==> src/rtl/pred_lead.sv <==
// pred_lead: phase-lead predictor for the DRSSTC primary-current feedback.
// The raw sign is synchronised and each half-period is measured. Once enough
// consecutive clean edges have been seen, the output is flipped a programmable
// number of cycles ahead of the expected zero crossing. Without lock, or in
// delay mode, the output follows the synchronised sign through a
// pulse-filtering delay counter.
`timescale 1ns/1ps

module pred_lead #(
    parameter int CNT_WIDTH   = 10,
    parameter int SYNC_STAGES = 2,
    parameter int MIN_HALF    = 8,
    parameter int LOCK_EDGES  = 4
) (
    input  logic                 clk,
    input  logic                 rst_n,
    input  logic                 en,
    input  logic                 sgn,
    input  logic                 mode,
    input  logic [CNT_WIDTH-1:0] lead,
    output logic                 sgn_pre,
    output logic                 locked,
    output logic [CNT_WIDTH-1:0] period_meas
);

    localparam int                   EC_W       = $clog2(LOCK_EDGES + 1);
    localparam logic [CNT_WIDTH-1:0] HP_MAX     = '1;
    localparam logic [CNT_WIDTH-1:0] MIN_HALF_C = CNT_WIDTH'(MIN_HALF);
    localparam logic [EC_W-1:0]      LOCK_C     = EC_W'(LOCK_EDGES);

    logic [SYNC_STAGES-1:0] r_sync;
    logic                   r_sgn_s_d;
    logic [CNT_WIDTH-1:0]   r_hp_cnt;
    logic [CNT_WIDTH-1:0]   r_period_meas;
    logic [EC_W-1:0]        r_edge_cnt;
    logic                   r_locked;
    logic                   r_sgn_pre;
    logic [CNT_WIDTH-1:0]   r_dly_cnt;

    logic                   w_sgn_s;
    logic                   w_edge;
    logic                   w_acc;
    logic                   w_glitch;
    logic                   w_timeout;
    logic                   w_pred;
    logic [CNT_WIDTH-1:0]   w_pm_m1;
    logic [CNT_WIDTH-1:0]   w_lead_eff;
    logic [CNT_WIDTH-1:0]   w_match_pt;
    logic                   w_match;

    assign w_sgn_s   = r_sync[SYNC_STAGES-1];
    assign w_edge    = w_sgn_s ^ r_sgn_s_d;
    assign w_acc     = w_edge && (r_hp_cnt >= MIN_HALF_C);
    assign w_glitch  = w_edge && (r_hp_cnt < MIN_HALF_C);
    assign w_timeout = (r_hp_cnt == HP_MAX);
    assign w_pred    = mode && r_locked;

    // Lead is clamped below the measured period so the match point never wraps.
    assign w_pm_m1    = r_period_meas - CNT_WIDTH'(1);
    assign w_lead_eff = (lead > w_pm_m1) ? w_pm_m1 : lead;
    assign w_match_pt = r_period_meas - w_lead_eff;
    assign w_match    = (r_hp_cnt == w_match_pt);

    assign sgn_pre     = r_sgn_pre;
    assign locked      = r_locked;
    assign period_meas = r_period_meas;

    // Synchroniser chain plus one delayed copy for edge detection; runs even when disabled.
    always_ff @(posedge clk or negedge rst_n) begin
        if (!rst_n) begin
            r_sync    <= '0;
            r_sgn_s_d <= 1'b0;
        end else begin
            r_sync    <= {r_sync[SYNC_STAGES-2:0], sgn};
            r_sgn_s_d <= w_sgn_s;
        end
    end

    // Half-period counter: restarts at 1 on an accepted edge, saturates at all-ones.
    always_ff @(posedge clk or negedge rst_n) begin
        if (!rst_n) begin
            r_hp_cnt      <= '0;
            r_period_meas <= '0;
        end else if (!en) begin
            r_hp_cnt      <= '0;
        end else if (w_acc) begin
            r_period_meas <= r_hp_cnt;
            r_hp_cnt      <= CNT_WIDTH'(1);
        end else if (!w_timeout) begin
            r_hp_cnt      <= r_hp_cnt + CNT_WIDTH'(1);
        end
    end

    // Lock tracking: count clean edges, drop lock on a glitch or a stalled input.
    always_ff @(posedge clk or negedge rst_n) begin
        if (!rst_n) begin
            r_edge_cnt <= '0;
            r_locked   <= 1'b0;
        end else if (!en) begin
            r_edge_cnt <= '0;
            r_locked   <= 1'b0;
        end else if (w_acc) begin
            if (r_edge_cnt < LOCK_C) begin
                r_edge_cnt <= r_edge_cnt + EC_W'(1);
                if ((r_edge_cnt + EC_W'(1)) == LOCK_C) begin
                    r_locked <= 1'b1;
                end
            end
        end else if (w_glitch || w_timeout) begin
            r_edge_cnt <= '0;
            r_locked   <= 1'b0;
        end
    end

    // Output path: predictive toggle when locked in mode 1, otherwise filtered delay-follow.
    always_ff @(posedge clk or negedge rst_n) begin
        if (!rst_n) begin
            r_sgn_pre <= 1'b0;
            r_dly_cnt <= '0;
        end else if (!en) begin
            r_sgn_pre <= 1'b0;
            r_dly_cnt <= lead;
        end else if (w_pred) begin
            // Delay counter is parked at lead so a fall-back starts a fresh count.
            r_dly_cnt <= lead;
            if (w_acc) begin
                r_sgn_pre <= w_sgn_s;
            end else if (w_match) begin
                r_sgn_pre <= ~w_sgn_s;
            end
        end else if (w_sgn_s != r_sgn_pre) begin
            if (r_dly_cnt == '0) begin
                r_sgn_pre <= w_sgn_s;
                r_dly_cnt <= lead;
            end else begin
                r_dly_cnt <= r_dly_cnt - CNT_WIDTH'(1);
            end
        end else begin
            r_dly_cnt <= lead;
        end
    end

endmodule

==> config.mk <==
export PLATFORM = sky130hd
export DESIGN_NAME = pred_lead
export DESIGN_NICKNAME = d
export VERILOG_FILES = /design/src/rtl/pred_lead.sv
export SDC_FILE = /design/constraint.sdc
export NUM_CORES = 1
export LEC_CHECK = 0
export ABC_AREA = 1
export ABC_CLOCK_PERIOD_IN_PS = 12070
export CAP_MARGIN = 10
export CORE_MARGIN = 5
export CORE_UTILIZATION = 52
export DETAILED_ROUTE_END_ITERATION = 12
export PLACE_DENSITY = 0.77
export SLEW_MARGIN = 25
export SYNTH_ARGS = -nofsm -noshare
export SYNTH_HDL_FRONTEND = slang
export SYNTH_SLANG_ARGS = --single-unit
==> constraint.sdc <==
create_clock -name clk -period 12.07 [get_ports clk]
set_input_delay 2.414 -clock clk [delete_from_list [all_inputs] [get_ports clk]]
set_output_delay 2.414 -clock clk [all_outputs]
set_load 0.01 [all_outputs]
-- Word-level counts from Yosys, hierarchy flattened
Cells that the tools add are included.
- add/sub/neg operators: 5
- $lt $le $gt $ge: 4
- eq/ne operators: 11
- mux-type cells: 23
- bitwise logic cells: 2
- reductions and logical operators: 9
- operators with widths (operator ; count):
    2-to-1 mux 10 bit ; 8
    subtractor 10 x 1 -> 10 bit, second input constant ; 2
    2-to-1 mux 3 bit ; 4
    2-to-1 mux 1 bit ; 11
    adder 10 x 1 -> 10 bit, second input constant ; 1
    == test 10 bit ; 1
    == test 10 bit, second input constant ; 1
    greater-or-equal comparator 10 x 4 -> 1 bit, second input constant ; 1
    > comparator 10 bit ; 1
    zero test 10 bit ; 1
    less-than comparator 10 x 4 -> 1 bit, second input constant ; 1
    subtractor 10 bit ; 1
    != test 3 x 1 -> 1 bit, second input constant ; 3
    != test 3 x 2 -> 1 bit, second input constant ; 2
    AND reduction 3 bit ; 2
    != test 4 x 3 -> 1 bit, second input constant ; 1
    AND reduction 2 bit ; 2
    adder 3 x 1 -> 3 bit, second input constant ; 1
    == test 3 bit, second input constant ; 1
    logical AND 1 bit ; 3
    less-than comparator 3 bit, second input constant ; 1
    != test 3 bit, second input constant ; 1
    logical OR 1 bit ; 1
    != test 1 bit ; 1
    2 further kinds ; 2
- register bits: 38
- bits of input ports: 15
- logic and storage cells: 62

-- Longest topological paths before layout
- depth in word-level cells: 9
- gate-level depth with buffers: 34

-- Worst setup path after synthesis
Ideal clock, no wire load.
- path type: in2reg
- from: in lead[9]
- to: reg r_sgn_pre (netlist: sgn_pre)
- library setup time: 0.117 ns
- data arrival time: 5.062 ns
- data required time: 11.953 ns
- path slack: 6.892 ns
- stages: 22
- path buffers: 1
- path through: ha_1 nand2_1 nor2_1 nand3_1 nand3_1 nand2_1 inv_1 clkbuf_1 o21ai_0 fa_1 xnor2_1 nand2_1 nor2_1 nand3_1 nor2_1 nand4_1 nor2_1 nand2_1 nand2_1 nand2_1 nand2_1 nand2_1
- longest elaborated chain between the ends: 6
- ends and longest elaborated chain (element ; line ; source):
    start, declared ; 20 ; input logic [CNT_WIDTH-1:0] lead,
    > comparator 10 bit ; 60 ; assign w_lead_eff = (lead > w_pm_m1) ? w_pm_m1 : lead;
    2-to-1 mux 10 bit * ; 60 ;
    subtractor 10 bit * ; 61 ; assign w_match_pt = r_period_meas - w_lead_eff;
    == test 10 bit * ; 62 ; assign w_match = (r_hp_cnt == w_match_pt);
    != test 4 x 3 -> 1 bit (no source line) * ; n/a ;
    AND reduction 3 bit (no source line) * ; n/a ;
    end signal, assigned ; 127 ; r_sgn_pre <= w_sgn_s;
    end signal, assigned ; 129 ; r_sgn_pre <= ~w_sgn_s;
    end signal, assigned ; 133 ; r_sgn_pre <= w_sgn_s;
    end, declared ; 37 ; logic r_sgn_pre;
Every way passes the cells marked *; elsewhere a longest branch is shown, timed or not.
A chain may end at the register's enable or synchronous reset.

-- Worst setup path after layout
Same ends and word-level chain as after synthesis.

==> flow_summary.toml <==
[status]
outcome = "finished, final reports clean"

[timing]
hold-worst-slack_ps = 370
rsz0062_at_grt = "no"
timing.setup.tns_ps = 0
worst_slew_pin_slew_ps = 914
fmax_mhz = 171
finalCritPeriodShare_pct = 48.4
slew_viol_final = 0
clock_skew_ps = 8.11
final_hold_viol_count = 0
finalSetupViolCount = 0
fin_crit_ps = 5840
slew_headroom_pct = 39.0

[yosys]
syn_nets = 455
yosysMostFrequentCell = "nand2_1"
synth_edf_count = 0
syn_avg_cell_area_um2 = 7.31
synth_area_leaders = "dfrtp_1, nand2_1, ha_1, inv_1, o21ai_0"
synthTopCellsByCount = "nand2_1, inv_1, dfrtp_1"
yosys_warnings = 0
ys_ff_latch = 38
seq_area_frac_synth_pct = 31.4
post_synth_inst_count = 414
synth_top_area_share_pct = 31.4
ys_dominant_reg_cell = "dfrtp_1"
netlist-cell-type-count = 39
async_reset_ff_share_pct = 100
yosysTopAreaCell = "dfrtp_1"
synth_area_um2 = 3030

[finish]
fillers = 516
fin_cells = 513
drive_gt1_share_pct = 6.58
diodes = 0
area_growth_pct = 13.3
final_nets = 481

[critical_path]
worstPathRequired_ps = 12260
cp-startpoint = "lead[9]"
worstRegToRegCells = 26
setup.worst_path.start_class = "input pin"
timing.rr.end = "sgn_pre"
worst_ep_arrival_time_ps = 6030
r2r_start = "period_meas[0]"
worstSetupEndpointType = "flop"
crit_end = "sgn_pre"
worst-r2r-setup-slack_ps = 7560
critPathMaxFanout = 14
crit_type = "in2reg"

[clock_tree]
tritoncts = "done"
clk_latency_ps = 290
cts_resized = 0
cts_sinks = 38
cts_setup_buffers = 0
clockRootBuffer = "clkbuf_8"
cts_htree_levels = 2
cts.clk_slew.worst_paths_ps = 80
numCtsBuffers = 5
hold_buffers = 0
cts_max_path_buffers = 2

[floorplan]
core_area_um2 = 5570
initial_utilization_pct = 54.3
fp.dieW_um = 86.3
io_pins = 27
fp-row-count = 27
die_h_um = 86.3
die_area_um2 = 7450

[drt]
num_vias = 2707
viasPerCell = 5.28
drtIter0Drc = 171
route.detailed.drc = 0
drtPass1Iterations = 4
routedWlPerCell_um = 13.9
routed_wirelength_mm = 7.16
ant_nets = 0

[global_routing]
antenna_found_initial = 0
busiest_layer = "met2"
grt_overflow = 0
met1_usage_pct = 25.6
grt_use_met2_pct = 36.2
grt_pass1_wl_mm = 12.5
grt_usage_pct = 20.7
use_met3_pct = 4.37
grt_pass1_vias = 2683
grt_max_degree = 39

[placement]
gp_congestion = 0.890
io_buffer_count = 26
placed_cells = 505
dp_hpwl_mm = 5.57

[power_and_ir_drop]
leakage_nw = 1.73
pwr_density_cell_nw_per_um2 = 101
max-vdd-ir-drop_mv = 0.0516
total_power_w = 0.000345

[hold_path]
hp-class = "reg2reg"

[flow_run]
max_cap_violations = 0
critical path, stage by stage:
cell	delay [ps]
clkdlybuf4s50_1	480
ha_1	340
nand2_1	70
nor2_1	200
nand4_1	150
nand2_1	190
inv_1	210
o21ai_0	400
fa_1	500
xnor2_1	180
nand2_1	70
nor2_1	100
nand3_1	80
nor2_1	170
nand4_1	100
nor2_1	90
nand2_1	60
nand2_1	70
nand2_1	50
nand2_1	60
nand2_1	50
registers in the layout, summed over array words and instances (netlist names):
signal	count
period_meas	10
r_dly_cnt	10
r_hp_cnt	10
r_edge_cnt	3
r_sync	2
locked	1
r_sgn_s_d	1
sgn_pre	1
report_power, final:
part	internal (W)	switching (W)	total, W
logic	0.0000447	0.0000639	0.000109
registers	0.000135	0.00000840	0.000143
clock network	0.0000460	0.0000474	0.0000934
total	0.000226	0.000120	0.000345
per-layer routing:
metal / part of all wire, % / up-vias / wire, µm
met2: 50 / 51 / 3610
met4: 2.0 / 0 / 142
met3: 4.6 / 16 / 328
met5: 0 / - / 0
met1: 43 / 1253 / 3070
li1: - / 1387 / -
cell families (layout without fill, tap and decap cells):
logic type,after synthesis,after routing,share of synthesized area [%]
buffers and inverters,73,100,9.38
AO/OA/AOI/OAI,58,58,10.9
flip-flops,38,38,31.4
adder cells (fa/ha/maj),26,26,11.0
AND/OR/NAND/NOR,193,193,29.8
multiplexers,1,1,0.331
XOR/XNOR,25,25,7.23
cell type report:
cell class / instances / area [µm²] / area share, %
Sequential cell: 38 / 951 / 27.7
Timing Repair Buffer: 26 / 255 / 7.44
Clock inverter: 2 / 12.5 / 0.365
Inverter: 66 / 248 / 7.22
Multi-Input combinational cell: 303 / 1790 / 52.2
Clock buffer: 6 / 82.6 / 2.41
Tap cell: 72 / 90.1 / 2.62
how the worst min path moves through the flow:
stage	slack, ps	cells after the start	end	startpoint
global route	370	0	r_sync[1]	r_sync[0]
floorplan	330	0	r_sync[1]	r_sync[0]
finish	370	0	r_sync[1]	r_sync[0]
CTS	360	0	r_sync[1]	r_sync[0]
detailed placement	340	0	r_sync[1]	r_sync[0]
global placement	330	0	r_sync[1]	r_sync[0]
placed cells by master (no fill, tap or decap), types with 4 or more instances in the layout:
master,Yosys,layout
nand2_1,109,109
inv_1,63,63
nor3_1,6,6
a21oi_1,15,15
xnor2_1,11,11
ha_1,25,25
xor2_1,14,14
nor2_1,29,29
nand3_1,22,22
clkdlybuf4s50_1,0,25
clkbuf_8,0,6
nand3b_1,4,4
nand4_1,7,7
o21ai_0,29,29
dfrtp_1,38,38
metrics by stage:
stage                     utilization (%)  instance area (µm²)  worst slack (ps)
after CTS                            61.6                 3430              6290
after global routing                 61.6                 3430              5820
after detailed placement             59.9                 3340              6010
after global placement               59.9                 3340              6190
after floorplan                         -                 3030              6890
final                                61.6                 3430              6230
(Power assumes the default switching activity.)
